**src/rtl/chip_checker_pkg.sv**
```systemverilog
// chip_checker_pkg: chip codes, FSM states, socket pin maps and gate truth functions
// Pin indices below are bit positions (pin number - 1).
package chip_checker_pkg;
  typedef enum logic [2:0] {
    CHIP_7400 = 3'd0,
    CHIP_7402 = 3'd1,
    CHIP_7408 = 3'd2,
    CHIP_7432 = 3'd3,
    CHIP_7486 = 3'd4
  } chip_e;
  typedef enum logic [2:0] {S_IDLE, S_APPLY, S_SETTLE, S_SAMPLE, S_COMPARE, S_DONE} state_e;
  localparam logic [13:0] STD_IN_MASK  = 14'h1B1B;
  localparam logic [13:0] STD_OUT_MASK = 14'h04A4;
  localparam logic [13:0] NOR_IN_MASK  = 14'h0DB6;
  localparam logic [13:0] NOR_OUT_MASK = 14'h1209;
  localparam logic [3:0] STD_A [4] = '{4'd0, 4'd3, 4'd9, 4'd12};
  localparam logic [3:0] STD_B [4] = '{4'd1, 4'd4, 4'd8, 4'd11};
  localparam logic [3:0] STD_Y [4] = '{4'd2, 4'd5, 4'd7, 4'd10};
  localparam logic [3:0] NOR_A [4] = '{4'd1, 4'd4, 4'd7, 4'd10};
  localparam logic [3:0] NOR_B [4] = '{4'd2, 4'd5, 4'd8, 4'd11};
  localparam logic [3:0] NOR_Y [4] = '{4'd0, 4'd3, 4'd9, 4'd12};
  function automatic logic expected_out(chip_e c, logic a, logic b);
    expected_out = (c == CHIP_7400) ? ~(a & b) :
                   (c == CHIP_7402) ? ~(a | b) :
                   (c == CHIP_7408) ?  (a & b) :
                   (c == CHIP_7432) ?  (a | b) : (a ^ b);
  endfunction
  function automatic logic [13:0] in_mask(chip_e c);
    in_mask = (c == CHIP_7402) ? NOR_IN_MASK : STD_IN_MASK;
  endfunction
  function automatic logic [13:0] out_mask(chip_e c);
    out_mask = (c == CHIP_7402) ? NOR_OUT_MASK : STD_OUT_MASK;
  endfunction
  function automatic logic [13:0] drive_pins(chip_e c, logic a, logic b);
    drive_pins = '0;
    for (int g = 0; g < 4; g++) begin
      drive_pins[(c == CHIP_7402) ? NOR_A[g] : STD_A[g]] = a;
      drive_pins[(c == CHIP_7402) ? NOR_B[g] : STD_B[g]] = b;
    end
  endfunction
  function automatic logic [3:0] gate_out(chip_e c, logic [13:0] pins);
    for (int g = 0; g < 4; g++) gate_out[g] = pins[(c == CHIP_7402) ? NOR_Y[g] : STD_Y[g]];
  endfunction
endpackage

```
**src/rtl/chip_test_sequencer_if.sv**
```systemverilog
// chip_test_sequencer_if: control handshake, result and socket pin bundle
// master = controller/socket side, slave = sequencer.
interface chip_test_sequencer_if;
  logic        start;
  logic [2:0]  chip_sel;
  logic [13:0] pin_in;
  logic [13:0] pin_out;
  logic [13:0] pin_oe;
  logic        busy;
  logic        done;
  logic        pass;
  logic [3:0]  fail_gate;
  logic [1:0]  fail_vec;
  logic        sel_err;
  modport master (output start, chip_sel, pin_in,
                  input pin_out, pin_oe, busy, done, pass, fail_gate, fail_vec, sel_err);
  modport slave  (input start, chip_sel, pin_in,
                  output pin_out, pin_oe, busy, done, pass, fail_gate, fail_vec, sel_err);
endinterface

```
**src/rtl/chip_test_sequencer_pin_sync.sv**
```systemverilog
// pin_sync: 14-bit two-flop synchronizer for raw socket pins
// Ports: clk, rst_n (async active-low, clears to 0), d (raw pins), q (synchronized pins).
module pin_sync (
  input  logic        clk,
  input  logic        rst_n,
  input  logic [13:0] d,
  output logic [13:0] q
);
  logic [13:0] meta_d, meta_q, sync_d, sync_q;
  always_comb begin
    meta_d = d;
    sync_d = meta_q;
  end
  always_ff @(posedge clk or negedge rst_n)
    if (!rst_n) begin
      meta_q <= '0;
      sync_q <= '0;
    end else begin
      meta_q <= meta_d;
      sync_q <= sync_d;
    end
  assign q = sync_q;
endmodule

```
**src/rtl/chip_test_sequencer.sv**
```systemverilog
// chip_test_sequencer: truth-table test of one quad 2-input gate chip in the 14-pin socket
// Ports: clk, rst_n (async active-low), bus (slave modport: start/chip_sel request,
// pin_in/pin_out/pin_oe socket pins, busy/done/pass/fail_gate/fail_vec/sel_err results).
// Option: define CHK_STOP_ON_FAIL_EN to end the test on the first failing vector.
module chip_test_sequencer
  import chip_checker_pkg::*;
#(
  parameter int SETTLE_CYCLES = 50
) (
  input logic                  clk,
  input logic                  rst_n,
  chip_test_sequencer_if.slave bus
);
  localparam int CW = $clog2(SETTLE_CYCLES);
  state_e        state_d, state_q;
  chip_e         chip_d, chip_q;
  logic [1:0]    v_d, v_q, fail_vec_d, fail_vec_q;
  logic [CW-1:0] cnt_d, cnt_q;
  logic [3:0]    samp_d, samp_q, fail_gate_d, fail_gate_q, mismatch;
  logic [13:0]   pin_out_d, pin_out_q, pin_oe_d, pin_oe_q, sync_pins;
  logic          pass_d, pass_q, sel_err_d, sel_err_q, done_d, done_q, busy_d, busy_q, last;
  pin_sync u_sync (.clk(clk), .rst_n(rst_n), .d(bus.pin_in), .q(sync_pins));
  assign mismatch = samp_q ^ {4{expected_out(chip_q, v_q[1], v_q[0])}};
`ifdef CHK_STOP_ON_FAIL_EN
  assign last = (v_q == 2'd3) || (|mismatch);
`else
  assign last = v_q == 2'd3;
`endif
  always_comb begin
    state_d     = state_q;
    chip_d      = chip_q;
    v_d         = v_q;
    cnt_d       = cnt_q;
    samp_d      = samp_q;
    fail_gate_d = fail_gate_q;
    fail_vec_d  = fail_vec_q;
    pass_d      = pass_q;
    sel_err_d   = sel_err_q;
    unique case (state_q)
      S_IDLE:
        if (bus.start) begin
          if (bus.chip_sel <= 3'd4) begin
            chip_d      = chip_e'(bus.chip_sel);
            fail_gate_d = '0;
            fail_vec_d  = '0;
            pass_d      = 1'b0;
            sel_err_d   = 1'b0;
            v_d         = '0;
            state_d     = S_APPLY;
          end else begin
            sel_err_d = 1'b1;
            pass_d    = 1'b0;
            state_d   = S_DONE;
          end
        end
      S_APPLY: begin
        cnt_d   = CW'(SETTLE_CYCLES - 1);
        state_d = S_SETTLE;
      end
      S_SETTLE: begin
        cnt_d   = (cnt_q == '0) ? cnt_q : cnt_q - 1'b1;
        state_d = (cnt_q == '0) ? S_SAMPLE : S_SETTLE;
      end
      S_SAMPLE: begin
        samp_d  = gate_out(chip_q, sync_pins & out_mask(chip_q));
        state_d = S_COMPARE;
      end
      S_COMPARE: begin
        fail_gate_d = fail_gate_q | mismatch;
        fail_vec_d  = (fail_gate_q == '0 && mismatch != '0) ? v_q : fail_vec_q;
        v_d         = last ? v_q : v_q + 1'b1;
        state_d     = last ? S_DONE : S_APPLY;
      end
      S_DONE:  state_d = S_IDLE;
      default: state_d = S_IDLE;
    endcase
    // Pass is resolved on entry to DONE so it is already valid during the Done pulse.
    if (state_d == S_DONE) pass_d = (fail_gate_d == '0) & ~sel_err_d;
    done_d    = state_d == S_DONE;
    busy_d    = state_d inside {S_APPLY, S_SETTLE, S_SAMPLE, S_COMPARE};
    pin_oe_d  = busy_d ? in_mask(chip_d) : '0;
    pin_out_d = !busy_d ? '0 : (state_d == S_APPLY) ? drive_pins(chip_d, v_d[1], v_d[0]) : pin_out_q;
  end
  always_ff @(posedge clk or negedge rst_n)
    if (!rst_n) begin
      state_q     <= S_IDLE;
      chip_q      <= CHIP_7400;
      v_q         <= '0;
      cnt_q       <= '0;
      samp_q      <= '0;
      fail_gate_q <= '0;
      fail_vec_q  <= '0;
      pass_q      <= 1'b0;
      sel_err_q   <= 1'b0;
      done_q      <= 1'b0;
      busy_q      <= 1'b0;
      pin_oe_q    <= '0;
      pin_out_q   <= '0;
    end else begin
      state_q     <= state_d;
      chip_q      <= chip_d;
      v_q         <= v_d;
      cnt_q       <= cnt_d;
      samp_q      <= samp_d;
      fail_gate_q <= fail_gate_d;
      fail_vec_q  <= fail_vec_d;
      pass_q      <= pass_d;
      sel_err_q   <= sel_err_d;
      done_q      <= done_d;
      busy_q      <= busy_d;
      pin_oe_q    <= pin_oe_d;
      pin_out_q   <= pin_out_d;
    end
  assign bus.pin_out   = pin_out_q;
  assign bus.pin_oe    = pin_oe_q;
  assign bus.busy      = busy_q;
  assign bus.done      = done_q;
  assign bus.pass      = pass_q;
  assign bus.fail_gate = fail_gate_q;
  assign bus.fail_vec  = fail_vec_q;
  assign bus.sel_err   = sel_err_q;
endmodule

```
**src/flat_wrapper.sv**
```systemverilog
// flat-port wrapper written by rule: the top's interface ports become plain ports
module chip_test_sequencer_flat import chip_checker_pkg::*;
#(
  parameter int SETTLE_CYCLES = 50
)
  (clk, rst_n, bus_start, bus_chip_sel, bus_pin_in, bus_pin_out, bus_pin_oe, bus_busy, bus_done, bus_pass, bus_fail_gate, bus_fail_vec, bus_sel_err);
  chip_test_sequencer_if bus_i ();
  input logic clk;
  input logic rst_n;
  input wire logic [$bits(bus_i.start)-1:0] bus_start;
  input wire logic [$bits(bus_i.chip_sel)-1:0] bus_chip_sel;
  input wire logic [$bits(bus_i.pin_in)-1:0] bus_pin_in;
  output wire logic [$bits(bus_i.pin_out)-1:0] bus_pin_out;
  output wire logic [$bits(bus_i.pin_oe)-1:0] bus_pin_oe;
  output wire logic [$bits(bus_i.busy)-1:0] bus_busy;
  output wire logic [$bits(bus_i.done)-1:0] bus_done;
  output wire logic [$bits(bus_i.pass)-1:0] bus_pass;
  output wire logic [$bits(bus_i.fail_gate)-1:0] bus_fail_gate;
  output wire logic [$bits(bus_i.fail_vec)-1:0] bus_fail_vec;
  output wire logic [$bits(bus_i.sel_err)-1:0] bus_sel_err;
  assign bus_i.start = bus_start;
  assign bus_i.chip_sel = bus_chip_sel;
  assign bus_i.pin_in = bus_pin_in;
  assign bus_pin_out = bus_i.pin_out;
  assign bus_pin_oe = bus_i.pin_oe;
  assign bus_busy = bus_i.busy;
  assign bus_done = bus_i.done;
  assign bus_pass = bus_i.pass;
  assign bus_fail_gate = bus_i.fail_gate;
  assign bus_fail_vec = bus_i.fail_vec;
  assign bus_sel_err = bus_i.sel_err;
  chip_test_sequencer #(.SETTLE_CYCLES(SETTLE_CYCLES)) u_core (.clk(clk), .rst_n(rst_n), .bus(bus_i));
endmodule
```
**config.mk**
```make
export PLATFORM = sky130hd
export DESIGN_NAME = chip_test_sequencer_flat
export DESIGN_NICKNAME = d
export VERILOG_FILES = /design/src/rtl/chip_checker_pkg.sv /design/src/rtl/chip_test_sequencer_if.sv /design/src/rtl/chip_test_sequencer_pin_sync.sv /design/src/rtl/chip_test_sequencer.sv /design/src/flat_wrapper.sv
export SDC_FILE = /design/constraint.sdc
export NUM_CORES = 1
export LEC_CHECK = 0
export CORE_MARGIN = 3
export CORE_UTILIZATION = 53
export DETAILED_ROUTE_END_ITERATION = 7
export PLACE_DENSITY = 0.85
export SLEW_MARGIN = 0
export SYNTH_ARGS = -nofsm -noshare
export SYNTH_HDL_FRONTEND = slang
export SYNTH_SLANG_ARGS = --single-unit
```
**constraint.sdc**
```tcl
create_clock -name clk -period 3.9 [get_ports clk]
set_input_delay 0.39 -clock clk [delete_from_list [all_inputs] [get_ports clk]]
set_output_delay 0.39 -clock clk [all_outputs]
set_load 0.05 [all_outputs]
```
== After elaboration in Yosys (flattened, before gate mapping) ==
Index checks and enable logic that the tools add are counted.

* Bits in registers: 84
* Input port bits: 20
* Output and inout port bits: 38
* Word-level logic and storage cells: 156

* $add $sub $neg: 2
* $lt $le $gt $ge: 17
* Equality and inequality tests: 19
* Muxes and demuxes: 71
* Bitwise logic cells: 11
* Reduce and logical (&&, ||, !) cells: 21

{| class="wikitable"
|+ Operator list
! cell !! count
|-
| $bwmux W14 || 5
|-
| $lt A4 B5 Y1 const B || 10
|-
| $mux W14 || 3
|-
| $mux W3 || 10
|-
| $and A14 B14 Y14 || 2
|-
| $mux W13 || 2
|-
| $demux W1 S4 || 6
|-
| $ge A4 B1 Y1 const B || 6
|-
| $mux W1 || 23
|-
| $eq A3 B2 Y1 const B || 6
|-
| $bmux W1 S4 || 4
|-
| $mux W2 || 8
|-
| $mux W4 || 4
|-
| $pmux W3 S5 || 1
|-
| $eq A3 B1 Y1 const B || 4
|-
| $pmux W6 S2 || 1
|-
| $eq A3 B3 Y1 const B || 3
|-
| $logic_not A4 Y1 || 2
|-
| $pmux W2 S2 || 2
|-
| $pmux W4 S2 || 1
|-
| $reduce_bool A2 Y1 || 4
|-
| $reduce_bool A4 Y1 || 2
|-
| $logic_and A1 B1 Y1 || 7
|-
| $logic_not A3 Y1 || 2
|-
| 16 further kinds || 23
|}

== Longest topological paths before layout ==
* Depth after elaboration: 18
* Gate-level depth with buffers: 8
* Gate-level depth less buffers: 8

== Modules after synthesis ==
From an unflattened synthesis, not the netlist that was laid out.

* Cells, all modules: 233
* Area total of the unflattened synthesis: 2,705.1 µm²

{| class="wikitable"
|+ By module, submodules not included
! module !! times used !! cells an instance !! area each (µm²) !! sequential area each (µm²)
|-
| chip_test_sequencer || 1 || 205 || 2,004.4 || 875.8
|-
| pin_sync || 1 || 28 || 700.7 || 700.7
|}

== Worst setup path after synthesis ==
No wires, ideal clock.

* Path kind: register -> register
* From: reg u_core.v_q[0]
* To: reg u_core.pass_q (netlist: u_core.bus.pass)
* Library setup time: 0.104 ns
* Arrival time: 1.810 ns
* Data required time: 3.796 ns
* Slack: 1.986 ns
* Cell stages (with the launch flop): 8
* Buffers on the path: 0
* Period minus slack after synthesis: 1.914 ns
* Cells stage by stage: dfrtp_1 > ha_1 > or2_1 > a211o_1 > nand3_2 > xnor2_1 > o21ai_1 > o41ai_2

* Cells in the longest elaborated chain, start to end: 11
* Elaborated cells on any way between the ends: 22
* Those cells by class: eq/ne: 2; mux: 8; bitwise: 8; reduce/logical: 4

{| class="wikitable"
|+ Ends and longest elaborated chain
! item !! line !! RTL
|-
| start: declaration || chip_test_sequencer.sv:17 || <nowiki>logic [1:0] v_d, v_q, fail_vec_d, fail_vec_q;</nowiki>
|-
| start signal: assignment || chip_test_sequencer.sv:102 || <nowiki>v_q <= v_d;</nowiki>
|-
| $xor A1 B1 Y1 or $or A1 B1 Y1 (tied branches) || chip_checker_pkg.sv:26, chip_checker_pkg.sv:24 ||
|-
| $mux W1 || chip_checker_pkg.sv:26 || <nowiki>(c == CHIP_7432) ? (a | b) : (a ^ b);</nowiki>
|-
| $mux W1 || chip_checker_pkg.sv:25 || <nowiki>(c == CHIP_7408) ? (a & b) :</nowiki>
|-
| $mux W1 || chip_checker_pkg.sv:24 || <nowiki>(c == CHIP_7402) ? ~(a | b) :</nowiki>
|-
| $mux W1 * || chip_checker_pkg.sv:23 || <nowiki>expected_out = (c == CHIP_7400) ? ~(a & b) :</nowiki>
|-
| $xor A4 B4 Y4 * || chip_test_sequencer.sv:23 || <nowiki>assign mismatch = samp_q ^ {4{expected_out(chip_q, v_q[1], v_q[0])}};</nowiki>
|-
| $or A4 B4 Y4 * || chip_test_sequencer.sv:69 || <nowiki>fail_gate_d = fail_gate_q | mismatch;</nowiki>
|-
| $pmux W4 S2 * || chip_test_sequencer.sv:39 || <nowiki>unique case (state_q)</nowiki>
|-
| net u_core.fail_gate_d[3] || chip_test_sequencer.sv:19 || <nowiki>logic [3:0] samp_d, samp_q, fail_gate_d, fail_gate_q, mismatch;</nowiki>
|-
| $logic_not A4 Y1 * || chip_test_sequencer.sv:78 || <nowiki>if (state_d == S_DONE) pass_d = (fail_gate_d == '0) & ~sel_err_d;</nowiki>
|-
| $and A1 B1 Y1 * || chip_test_sequencer.sv:78 ||
|-
| $mux W1 * || chip_test_sequencer.sv:78 ||
|-
| end signal: assignment || chip_test_sequencer.sv:107 || <nowiki>pass_q <= pass_d;</nowiki>
|-
| end: declaration || chip_test_sequencer.sv:21 || <nowiki>logic pass_d, pass_q, sel_err_d, sel_err_q, done_d, done_q, busy_d, busy_q, last;</nowiki>
|}

Mark *: on every way through the listed nets, which the timed path passes. The rest lies on a longest branch.
A chain may end at the register's enable or synchronous reset.

== Final worst setup path ==
* From: reg u_core.v_q[0]
* To: reg u_core.fail_vec_q[1] (netlist: u_core.bus.fail_vec[1])

* Cells in the longest elaborated chain, start to end: 10
* Elaborated cells on any way between the ends: 14
* Those cells by class: eq/ne: 1; mux: 4; bitwise: 6; reduce/logical: 3

{| class="wikitable"
|+ Ends and longest elaborated chain
! item !! line !! RTL
|-
| $xor A1 B1 Y1 or $or A1 B1 Y1 (tied branches) || chip_checker_pkg.sv:26, chip_checker_pkg.sv:24 ||
|-
| $mux W1 || chip_checker_pkg.sv:26 ||
|-
| $mux W1 || chip_checker_pkg.sv:25 ||
|-
| $mux W1 || chip_checker_pkg.sv:24 ||
|-
| $mux W1 * || chip_checker_pkg.sv:23 ||
|-
| $xor A4 B4 Y4 * || chip_test_sequencer.sv:23 ||
|-
| $reduce_bool A4 Y1 * || chip_test_sequencer.sv:70 || <nowiki>fail_vec_d = (fail_gate_q == '0 && mismatch != '0) ? v_q : fail_vec_q;</nowiki>
|-
| $logic_and A1 B1 Y1 * || chip_test_sequencer.sv:70 ||
|-
| $ne A2 B1 Y1 (no line) * || - ||
|-
| $reduce_and A4 Y1 (no line) * || - ||
|-
| end signal: assignment || chip_test_sequencer.sv:106 || <nowiki>fail_vec_q <= fail_vec_d;</nowiki>
|-
| end: declaration || chip_test_sequencer.sv:17 ||
|}

Every way passes the cells marked *; elsewhere a longest branch is shown, timed or not.

==> impl.org <==
** Global route
- Wire length of the first global-routing pass :: 7610 um
- Via count of the first global-routing pass :: 1644
- Entering global routing, the biggest net connects 52 pins.
- For this run, the total global-route usage over all layers was measured as 18.6%.
- Number of antenna violations at the first check in global routing :: 0
- Gr ovfl total :: 0

** Clocking
- Buffers added to address setup during post-CTS repair amount to 0.
- Number of CTS-inserted buffers :: 5
- TritonCTS built the clock tree.
- Clk buf depth :: 2
- # resized after CTS :: 0
- The H-tree was split into 2 levels.
- Root Buffer :: clkbuf_8
- CTS clock-pin slew for the worst setup and hold paths :: 0.08 ns
- For the worst-skew pair, the clock arrives at the later sink with an insertion delay of 0.30 ns.
- For this design, the CTS-stage hold fixing added 0 buffers.
- Clk sinks :: 51

** Worst setup path
- Launch point of the critical path :: u_core.v_q[0]
- Highest fanout seen on the critical path :: 6
- The kind of cell with the highest combined delay along the critical path is compound AO/OA/AOI/OAI gates.
- Worst path bufs/invs :: 0
- Arrival time at the worst endpoint :: 2.37 ns
- Largest stage delay, worst path :: 0.42 ns
- Highest-delay cell along the critical path :: dfrtp_1
- Data required time at the worst endpoint :: 4.12 ns
- The worst setup path is captured at a register.
- The worst register-to-register path has a depth of 7.
- The startpoint identified for the worst register-to-register timing path is u_core.v_q[0].
- The setup path with the least slack is of type register to register.
- The critical path goes through ha_1 > or2_1 > a211o_1 > nand3_2 > o211ai_1 > a21oi_1 > mux2i_1.
- Number of stages on the worst setup path :: 7
- The worst setup path is launched from a register.

** Die
- After floorplanning, the core was sized to cover 0.00414 mm^2.
- I/O Pins :: 58
- For this configuration, the core starts out at a cell density of 57.0%.
- Total Die Area :: 0.00529 mm^2
- Row generation in the floorplan step produced 23 rows.
- Die width :: 72.7 um
- The die is 72.7 um tall.

** Synth
- Top-count cell post-synth :: dfrtp_1
- Commonest cells in the netlist :: dfrtp_1, buf_4, nand2_1
- The share of synthesized area in the top cell type comes to 54.1%.
- Library cell with the largest summed area after synthesis :: dfrtp_1
- After synthesis, the cell types taking the most area are dfrtp_1, buf_4, nand2_1.
- Synthesis inferred 51 register bits.
- Share of synthesized area occupied by flip-flops and latches :: 54.1%
- Main flop type after synthesis :: dfrtp_1
- Async S/R FF share, synth :: 100%
- In this run the cell area of the synthesized design comes to 0.00236 mm^2.
- Synthesis handed over a netlist of 210 instances.
- The Yosys step of the flow raised 0 warnings.
- Number of synthesized flops with an enable pin :: 0
- Number of distinct library cells after synthesis :: 51
- In this run the mean area of a mapped cell was 11.2 um^2.

** Timing
- Measured against its own limit, the worst slew margin works out to 28.1%.
- Counting I/O delays and the setup requirement, the final critical path takes 2.15 ns.
- Of the available clock period, the critical path in the final layout requires 55.2%.
- Final max-slew violation count :: 0
- Setup violations remaining at the end of the flow were counted as 0.
- The final hold violation count was 0.
- For the pin with the worst max-slew slack, the measured transition is 1.08 ns.
- Worst setup margin :: 1.75 ns
- Final worst clock skew :: 0.00448 ns
- In the final timing run, aggregate negative setup slack is 0 ns.
- Setup repair after global routing left no endpoint under its margin.
- Derived from the worst setup path, the maximum achievable clock frequency is 0.464 GHz.

** Place
- The HPWL after detailed placement is 3210 um.
- In this run the tool buffered the top-level ports with 47 buffer cells.
- Routability-driven placement finished with a final weighted congestion of 0.886.
- Timing analysis after detailed placement gives a worst setup slack of 1.54 ns.
- After detailed placement, the design holds a cell count of 284.

** Final layout
- The post-route netlist has 8.68% of its cells at a drive strength greater than 1.
- Area Overhead vs Synth :: 20.0%
- Net total in the final layout :: 265
- After the flow finishes, the layout carries non-filler instances totaling 292.
- # diodes :: 0
- The filler cells instantiated in the layout total 324.

** Power
- VDD sags by at most 0.370 mV.
- For this design the static power due to leakage is 1.24 nW.
- Power spread over the standard cell area amounts to 938 mW/mm^2.

** Detailed routing
- Dividing the detail-routed wire length by the instance count gives 15.0 um.
- Once detail routing completed, the nets flagged for antenna violations numbered 0.
- Wires add up to 4380 um.
- DRC violation total after the first TritonRoute iteration :: 91
- Mean number of vias per cell :: 5.58
- The final route contains 1630 vias.
- The first detailed-routing pass took 4 iterations.
- In the routed design, unresolved DRC markers number 0.

** Worst hold path
- Worst min-delay path class :: primary input to asynchronous set/reset pin

** Flow run
- The tool flagged a number of max-cap violations equal to 0.

** Run status
- Result of the run :: complete, no violations
[flip-flops by register name (all words and copies together), names as in the netlist]
| name | cells |
|---|---|
| u_core.u_sync.q | 8 |
| u_core.v_q | 2 |
| u_core.bus.pin_out | 5 |
| u_core.bus.done | 1 |
| u_core.bus.pass | 1 |
| u_core.bus.sel_err | 1 |
| u_core.u_sync.meta_q | 8 |
| u_core.bus.fail_vec | 2 |
| u_core.cnt_q | 6 |
| u_core.state_q | 3 |
| u_core.bus.fail_gate | 4 |
| u_core.samp_q | 4 |
| u_core.bus.pin_oe | 3 |
| u_core.chip_q | 3 |
[per-layer routing]
layer	vias up	part of all wire (%)	track usage [%]
met2	77	52	31.7
li1	767	-	-
met3	10	7.2	4.96
met5	-	0	0
met4	0	1.7	6.76
met1	776	39	22.6
[area by class of cell]
cell class | instances | area, um^2 | area share (%)
Clock buffer | 6 | 82.6 | 2.91
Clock inverter | 2 | 35.0 | 1.24
Inverter | 8 | 30.0 | 1.06
Multi-Input combinational cell | 128 | 882 | 31.1
Sequential cell | 51 | 1280 | 45.0
Tap cell | 50 | 62.6 | 2.21
Timing Repair Buffer | 47 | 465 | 16.4
[worst reg2reg max path, cell delays in order (launching register included)]
cell and delay, ns:
dfrtp_1 0.42, ha_1 0.31, or2_1 0.28, a211o_1 0.28
nand3_2 0.14, o211ai_1 0.12, a21oi_1 0.29, mux2i_1 0.23
[worst paths after layout]
kind                       slack [ns]                      end
max                              1.75   u_core.bus.fail_vec[1]
min                              0.28          u_core.bus.done
max reg2reg                      1.75   u_core.bus.fail_vec[1]
min reg2reg                      0.35       u_core.u_sync.q[3]
max in group asynchronous        2.95  u_core.u_sync.meta_q[0]
min in group clk                 0.35       u_core.u_sync.q[3]
[power breakdown]
part,total [W],internal [W],switching (W)
sequential,0.000865,0.000679,0.000186
clock,0.000367,0.000207,0.000160
combinational,0.00143,0.000520,0.000907
total,0.00266,0.00141,0.00125
[per-stage QoR]
step	power (W)	hold slack (ns)	utilization [%]	area (um^2)
after floorplan	0.00197	0.0944	-	2370
after global placement	0.00224	0.331	65.5	2720
after detailed placement	0.00230	0.335	65.5	2720
after CTS	0.00268	0.330	68.4	2830
after global routing	0.00283	0.363	68.4	2830
final	0.00266	0.279	68.4	2830
[cells by family (layout without fill, tap and decap cells)]
| family | after synthesis | in the layout | synth area share, % |
|---|---|---|---|
| AND/OR/NAND/NOR | 63 | 63 | 16.4 |
| flip-flops | 51 | 51 | 54.1 |
| AO/OA/AOI/OAI | 42 | 42 | 12.3 |
| buffers and inverters | 34 | 63 | 9.06 |
| XOR/XNOR | 8 | 8 | 2.97 |
| multiplexers | 7 | 7 | 2.97 |
| adder cells (fa/ha/maj) | 4 | 4 | 2.12 |
| other | 1 | 4 | 0.159 |
[placed cells by master (no fill, tap or decap), types with 4 or more instances in the layout]
cell,n
dfrtp_1,51
clkdlybuf4s50_1,46
nand2_1,19
o21ai_1,12
nor2_1,10
a21oi_1,9
inv_1,7
mux2i_1,7
xnor2_1,6
clkbuf_8,6
a22o_1,5
ha_1,4
conb_1,4
No activity file was read; power rests on OpenSTA's default activity.
